==> config.mk <==
export PLATFORM = sky130hd
export DESIGN_NAME = input_port_unit
export DESIGN_NICKNAME = d
export VERILOG_FILES = /design/src/rtl/input_port_unit.sv
export SDC_FILE = /design/constraint.sdc
export NUM_CORES = 1
export LEC_CHECK = 0
export CAP_MARGIN = 20
export CORE_MARGIN = 2
export CORE_UTILIZATION = 44
export DETAILED_ROUTE_END_ITERATION = 10
export PLACE_DENSITY = 0.63
export SLEW_MARGIN = 20
export SYNTH_ARGS = -nofsm -noshare
export SYNTH_HDL_FRONTEND = slang
export SYNTH_SLANG_ARGS = --single-unit
==> constraint.sdc <==
create_clock -name clk -period 4 [get_ports clk]
set_input_delay 1.2 -clock clk [delete_from_list [all_inputs] [get_ports clk]]
set_output_delay 1.2 -clock clk [all_outputs]
set_load 0.02 [all_outputs]
==> src/rtl/input_port_unit.sv <==
// ============================================================================
// Module      : input_port_unit
// Description : Input FIFO plus XY route computation for one mesh router port.
// Revision    : 1.0 - initial release
// ============================================================================
`default_nettype none

`ifndef OUT_LOCAL_PORT
`define OUT_LOCAL_PORT 3'd0
`endif
`ifndef OUT_X1_PORT
`define OUT_X1_PORT 3'd1
`endif
`ifndef OUT_Y1_PORT
`define OUT_Y1_PORT 3'd2
`endif

module input_port_unit #(
  parameter int FLIT_W  = 16,
  parameter int DEPTH   = 4,
  parameter int X_W     = 2,
  parameter int Y_W     = 1,
  parameter int LOCAL_X = 0,
  parameter int LOCAL_Y = 0
) (
  input  logic                   clk,
  input  logic                   rst_n,
  input  logic                   en,
  input  logic                   in_valid,
  input  logic [FLIT_W-1:0]      in_flit,
  output logic                   in_ready,
  output logic                   out_valid,
  output logic [FLIT_W-1:0]      out_flit,
  output logic [2:0]             out_dst,
  input  logic                   grant,
  output logic [$clog2(DEPTH):0] count
);

  localparam int c_ptr_w = $clog2(DEPTH);
  localparam int c_cnt_w = c_ptr_w + 1;
  localparam int c_rt_w  = X_W + Y_W;

  localparam logic [c_cnt_w-1:0] c_depth   = c_cnt_w'(DEPTH);
  localparam logic [c_cnt_w-1:0] c_cnt_one = c_cnt_w'(1);
  localparam logic [c_ptr_w-1:0] c_ptr_one = c_ptr_w'(1);
  localparam logic [X_W-1:0]     c_local_x = X_W'(LOCAL_X);
  localparam logic [Y_W-1:0]     c_local_y = Y_W'(LOCAL_Y);
  localparam logic [2:0]         c_no_req  = 3'b111;

  logic [FLIT_W-1:0]  r_mem [DEPTH];
  logic [c_ptr_w-1:0] r_wr_ptr;
  logic [c_ptr_w-1:0] r_rd_ptr;
  logic [c_cnt_w-1:0] r_count;
  logic [2:0]         r_out_dst;

  logic               w_push;
  logic               w_pop;
  logic [c_ptr_w-1:0] w_rd_ptr_nxt;
  logic [c_cnt_w-1:0] w_count_nxt;
  logic [c_rt_w-1:0]  w_head_rt;
  logic [X_W-1:0]     w_dst_x;
  logic [Y_W-1:0]     w_dst_y;
  logic [2:0]         w_dst_nxt;

  assign in_ready  = (r_count != c_depth);
  assign out_valid = (r_count != '0);
  assign out_flit  = r_mem[r_rd_ptr];
  assign out_dst   = r_out_dst;
  assign count     = r_count;

  assign w_push = in_valid & in_ready;
  assign w_pop  = grant & en & out_valid;

  always_comb begin
    w_rd_ptr_nxt = w_pop ? (r_rd_ptr + c_ptr_one) : r_rd_ptr;
    w_count_nxt  = r_count;
    case ({w_push, w_pop})
      2'b10:   w_count_nxt = r_count + c_cnt_one;
      2'b01:   w_count_nxt = r_count - c_cnt_one;
      default: w_count_nxt = r_count;
    endcase
  end

  // Next head is the flit being written now only when the FIFO drains to it this edge.
  always_comb begin
    if (w_push && (r_wr_ptr == w_rd_ptr_nxt)) begin
      w_head_rt = in_flit[FLIT_W-1 -: c_rt_w];
    end else begin
      w_head_rt = r_mem[w_rd_ptr_nxt][FLIT_W-1 -: c_rt_w];
    end
    w_dst_x = w_head_rt[c_rt_w-1 -: X_W];
    w_dst_y = w_head_rt[Y_W-1:0];
  end

  always_comb begin
    w_dst_nxt = c_no_req;
    if (w_count_nxt == '0) begin
      w_dst_nxt = c_no_req;
    end else if (w_dst_x != c_local_x) begin
      w_dst_nxt = `OUT_X1_PORT;
    end else if (w_dst_y != c_local_y) begin
      w_dst_nxt = `OUT_Y1_PORT;
    end else begin
      w_dst_nxt = `OUT_LOCAL_PORT;
    end
  end

  always_ff @(posedge clk or negedge rst_n) begin
    if (!rst_n) begin
      r_wr_ptr  <= '0;
      r_rd_ptr  <= '0;
      r_count   <= '0;
      r_out_dst <= c_no_req;
    end else begin
      if (w_push) begin
        r_wr_ptr <= r_wr_ptr + c_ptr_one;
      end
      r_rd_ptr  <= w_rd_ptr_nxt;
      r_count   <= w_count_nxt;
      r_out_dst <= w_dst_nxt;
    end
  end

  always_ff @(posedge clk) begin
    if (w_push) begin
      r_mem[r_wr_ptr] <= in_flit;
    end
  end

endmodule

`default_nettype wire

==> results by group <==
Power and ir drop
  – Seq pwr share: roughly two fifths
  – Internal power: just under 2000 uW
  – PwrDens: 754 nW/um^2
  – Power, Total: 2960 uW
  – Pleak: between 0.001 and 0.0015 uW
  – P_sw: 1020 uW
  – VDD IR max: 0.000347 V
  – Logic gate share of total power: between 40% and 50%
  – Clk pwr share: 19.1%
  – Sw Ratio: 34.6%

Setup path
  – Crit. Startpoint: r_rd_ptr[1]$_DFF_PN0_
  – R2r worst-path depth: 13
  – Worst R2R Start: count[0]$_DFF_PN0_
  – Crit-path leading delay family: flip-flops
  – Critical Path RT: 2800 ps
  – CP max stage cell: dfrtp_1
  – Worst path depth: 2
  – CP endpoint: out_flit[15]
  – Crit path capture type: primary output
  – Crit Path Category: reg -> out
  – Largest stage delay, worst path: approximately 800 ps
  – Worst R2R End: out_dst[0]$_DFF_PN1_
  – Reg2reg setup slack: ~1300 ps
  – Worst endpoint data arrival time: 2310 ps
  – Critical path, cell by cell: mux4_2 > clkdlybuf4s50_1
  – Worst Setup Start Kind: flip-flop
  – Buffers & Inverters on Critical Path: 1
  – Largest fanout on the critical path: 18

Clock network
  – H-tree level count: 3
  – CTS root buf: clkbuf_8
  – Clock transition at path regs: roughly 80 ps
  – CTS tree: built
  – Clock latency on the worst-skew pair: about 340 ps
  – Clock sinks: 74
  – # hold bufs at CTS: 0
  – CTS resizes: 0
  – Clock tree buffer depth: 2
  – Postcts setup bufs: 0
  – CTS buffer count: 9

Routing
  – Wire length per cell: approximately 16 um
  – Remaining DRCs: 0
  – DRT iter0 DRCs: slightly above 80
  – WL final: about 5500 um
  – Routed vias: 1,733
  – DR pass1 iterations: 4
  – Vias/cell: ~5
  – Post-DRT Antenna Nets: 0

STA
  – Final Max Tran Viols: 0
  – Fin. Hold Viols: 0
  – Fin crit share: between 80% and 90%
  – Actual slew at the worst max-slew pin: 721 ps
  – # setup viols final: 0
  – Worst setup margin: just under 500 ps
  – RSZ-0062 raised after global routing: no
  – Setup tns final: 0 ps
  – Fin crit period: around 3500 ps
  – Clock skew: approximately 7.4 ps
  – Worst rel slew slack: between 50% and 60%
  – Fmax: 0.285 GHz

Synthesis
  – Post-synth top flop: edfxtp_1
  – Post-Syn Nets: between 200 and 250
  – Mean post-synth cell area: ~17 um^2
  – Synth Instances: 182
  – Synth async-reset ratio: 13.5%
  – Post-synth EDFFs: 64
  – Register area share after synthesis: 69.0%
  – Synth top area cells: edfxtp_1 61%, mux4_2 11%, dfrtp_1 5.6%
  – Post-synth cell types: 40
  – Seq cells post-synth: 74
  – Top-count cell post-synth: edfxtp_1
  – Most frequent cells after synthesis: 64 x edfxtp_1, 16 x nor3_1, 15 x mux4_2
  – Netlist Area Pre-Place: 3150 um^2
  – Yosys top cell area share: approximately three fifths
  – Synth area leader: edfxtp_1
  – Yosys warns: 0

GRT
  – Antenna violations before repair: 0
  – Largest net degree at the start of global routing: 34
  – GRT Total Usage: between 10% and 20%
  – Vias in the first global route: 1,768
  – GR Overflow Total: 0
  – First-pass GRT wire length: just under 9000 um

Die
  – Top-level I/O count: 45
  – Die W: ~89 um
  – FP Rows: 30
  – CORE AREA: 6870 um^2
  – Die area: about 7900 um^2
  – Initial Util: a little under half
  – Vert. Die Dim: between 80 and 90 um

Place
  – GPL Wtd Cong: 0.760
  – # port buffers: 44
  – DP HPWL: around 3600 um
  – Placed standard-cell area: 3720 um^2
  – Pre-CTS setup slack: between 400 and 500 ps

Cells and area
  – Area Overhead vs Synth: 24.3%
  – Post-route cell area: 3920 um^2
  – Layout Nets: 263
  – Diode count: 0
  – Final core utilization: 57.1%
  – Layout cell share with drive strength beyond 1: about 20%

Flow run
  – Max Cap Viol: 0

Worst hold path
  – Hold Path Origin: count[0]$_DFF_PN0_
  – Min-delay worst type: reg -> reg

Run status
  – Outcome: finished clean
[per-stage QoR]
step                hold WS [ps]  instances
finish                       651        337
global route                 698        337
CTS                          657        337
detailed placement           641        321
global placement             636        321
floorplan                    611        182
[power by group through the flow]
| stage | clock (uW) | sequential [uW] | combinational (uW) |
|---|---|---|---|
| after floorplan | 0 | 1150 | 802 |
| after global placement | 0 | 1160 | 1260 |
| after detailed placement | 0 | 1160 | 1260 |
| after CTS | 583 | 1150 | 1270 |
| after global routing | 615 | 1160 | 1350 |
| final | 564 | 1150 | 1250 |
[area by class of cell]
class / count / area [um^2]
clock buffer: 9 / 124
clock inverter: 7 / 76.3
fill: 538 / 2950
inverter: 9 / 33.8
multi-input combinational: 91 / 886
sequential: 74 / 2180
tap: 96 / 120
timing repair buffer: 51 / 505
[cell usage in the layout (no fill, tap or decap), types with 2 or more instances in the layout]
master,n
nor2_1,6
clkinv_4,2
clkdlybuf4s50_1,44
and3_1,5
dfrtp_1,7
inv_1,8
a21oi_1,4
nor3_1,16
a211oi_1,2
or2b_1,2
clkbuf_8,9
xnor2_1,5
nand2_1,5
mux4_2,15
buf_4,6
o21ai_0,5
dfstp_2,3
nor4_1,2
inv_6,2
xor2_1,2
edfxtp_1,64
ha_1,5
[registers in the layout (all words and copies together) (netlist names)]
register	cells
count	3
out_dst	3
r_mem	64
r_rd_ptr	2
r_wr_ptr	2
[cells by family after synthesis]
family	after synthesis	share of synthesized area (%)
compound gates	17	4.28
simple gates	43	7.34
xor+xnor	8	2.46
buf+inv	17	2.93
fa+ha+maj	6	2.62
mux	17	11.4
flops	74	69.0
[how the worst min path moves through the flow]
stage	cells past startpoint	to	slack, ps
after floorplan	2	r_wr_ptr[1]$_DFFE_PN0P_	610
after global placement	1	count[0]$_DFF_PN0_	640
after detailed placement	1	count[0]$_DFF_PN0_	640
after CTS	1	count[0]$_DFF_PN0_	660
after global routing	1	count[0]$_DFF_PN0_	700
final	1	count[0]$_DFF_PN0_	650
[worst reg2reg max path: stages (launching register included)]
cell and delay, ps:
dfrtp_1 460, inv_1 130, nand3_1 160, and2_0 290
inv_1 90, ha_1 180, inv_1 60, fa_1 370
xor2_1 150, nor2_1 110, xnor2_1 120, inv_1 60
nor3_1 290, o21bai_1 160
[routing by layer]
metal / share of wire, % / vias up / track usage [%]
met5: 0 / - / 0
met4: 0.43 / 0 / 4.41
met3: 6.8 / 2 / 5.97
met2: 49 / 57 / 24.8
met1: 43 / 856 / 20.2
li1: - / 818 / -
Note: power is estimated with default switching activity, not from simulation.
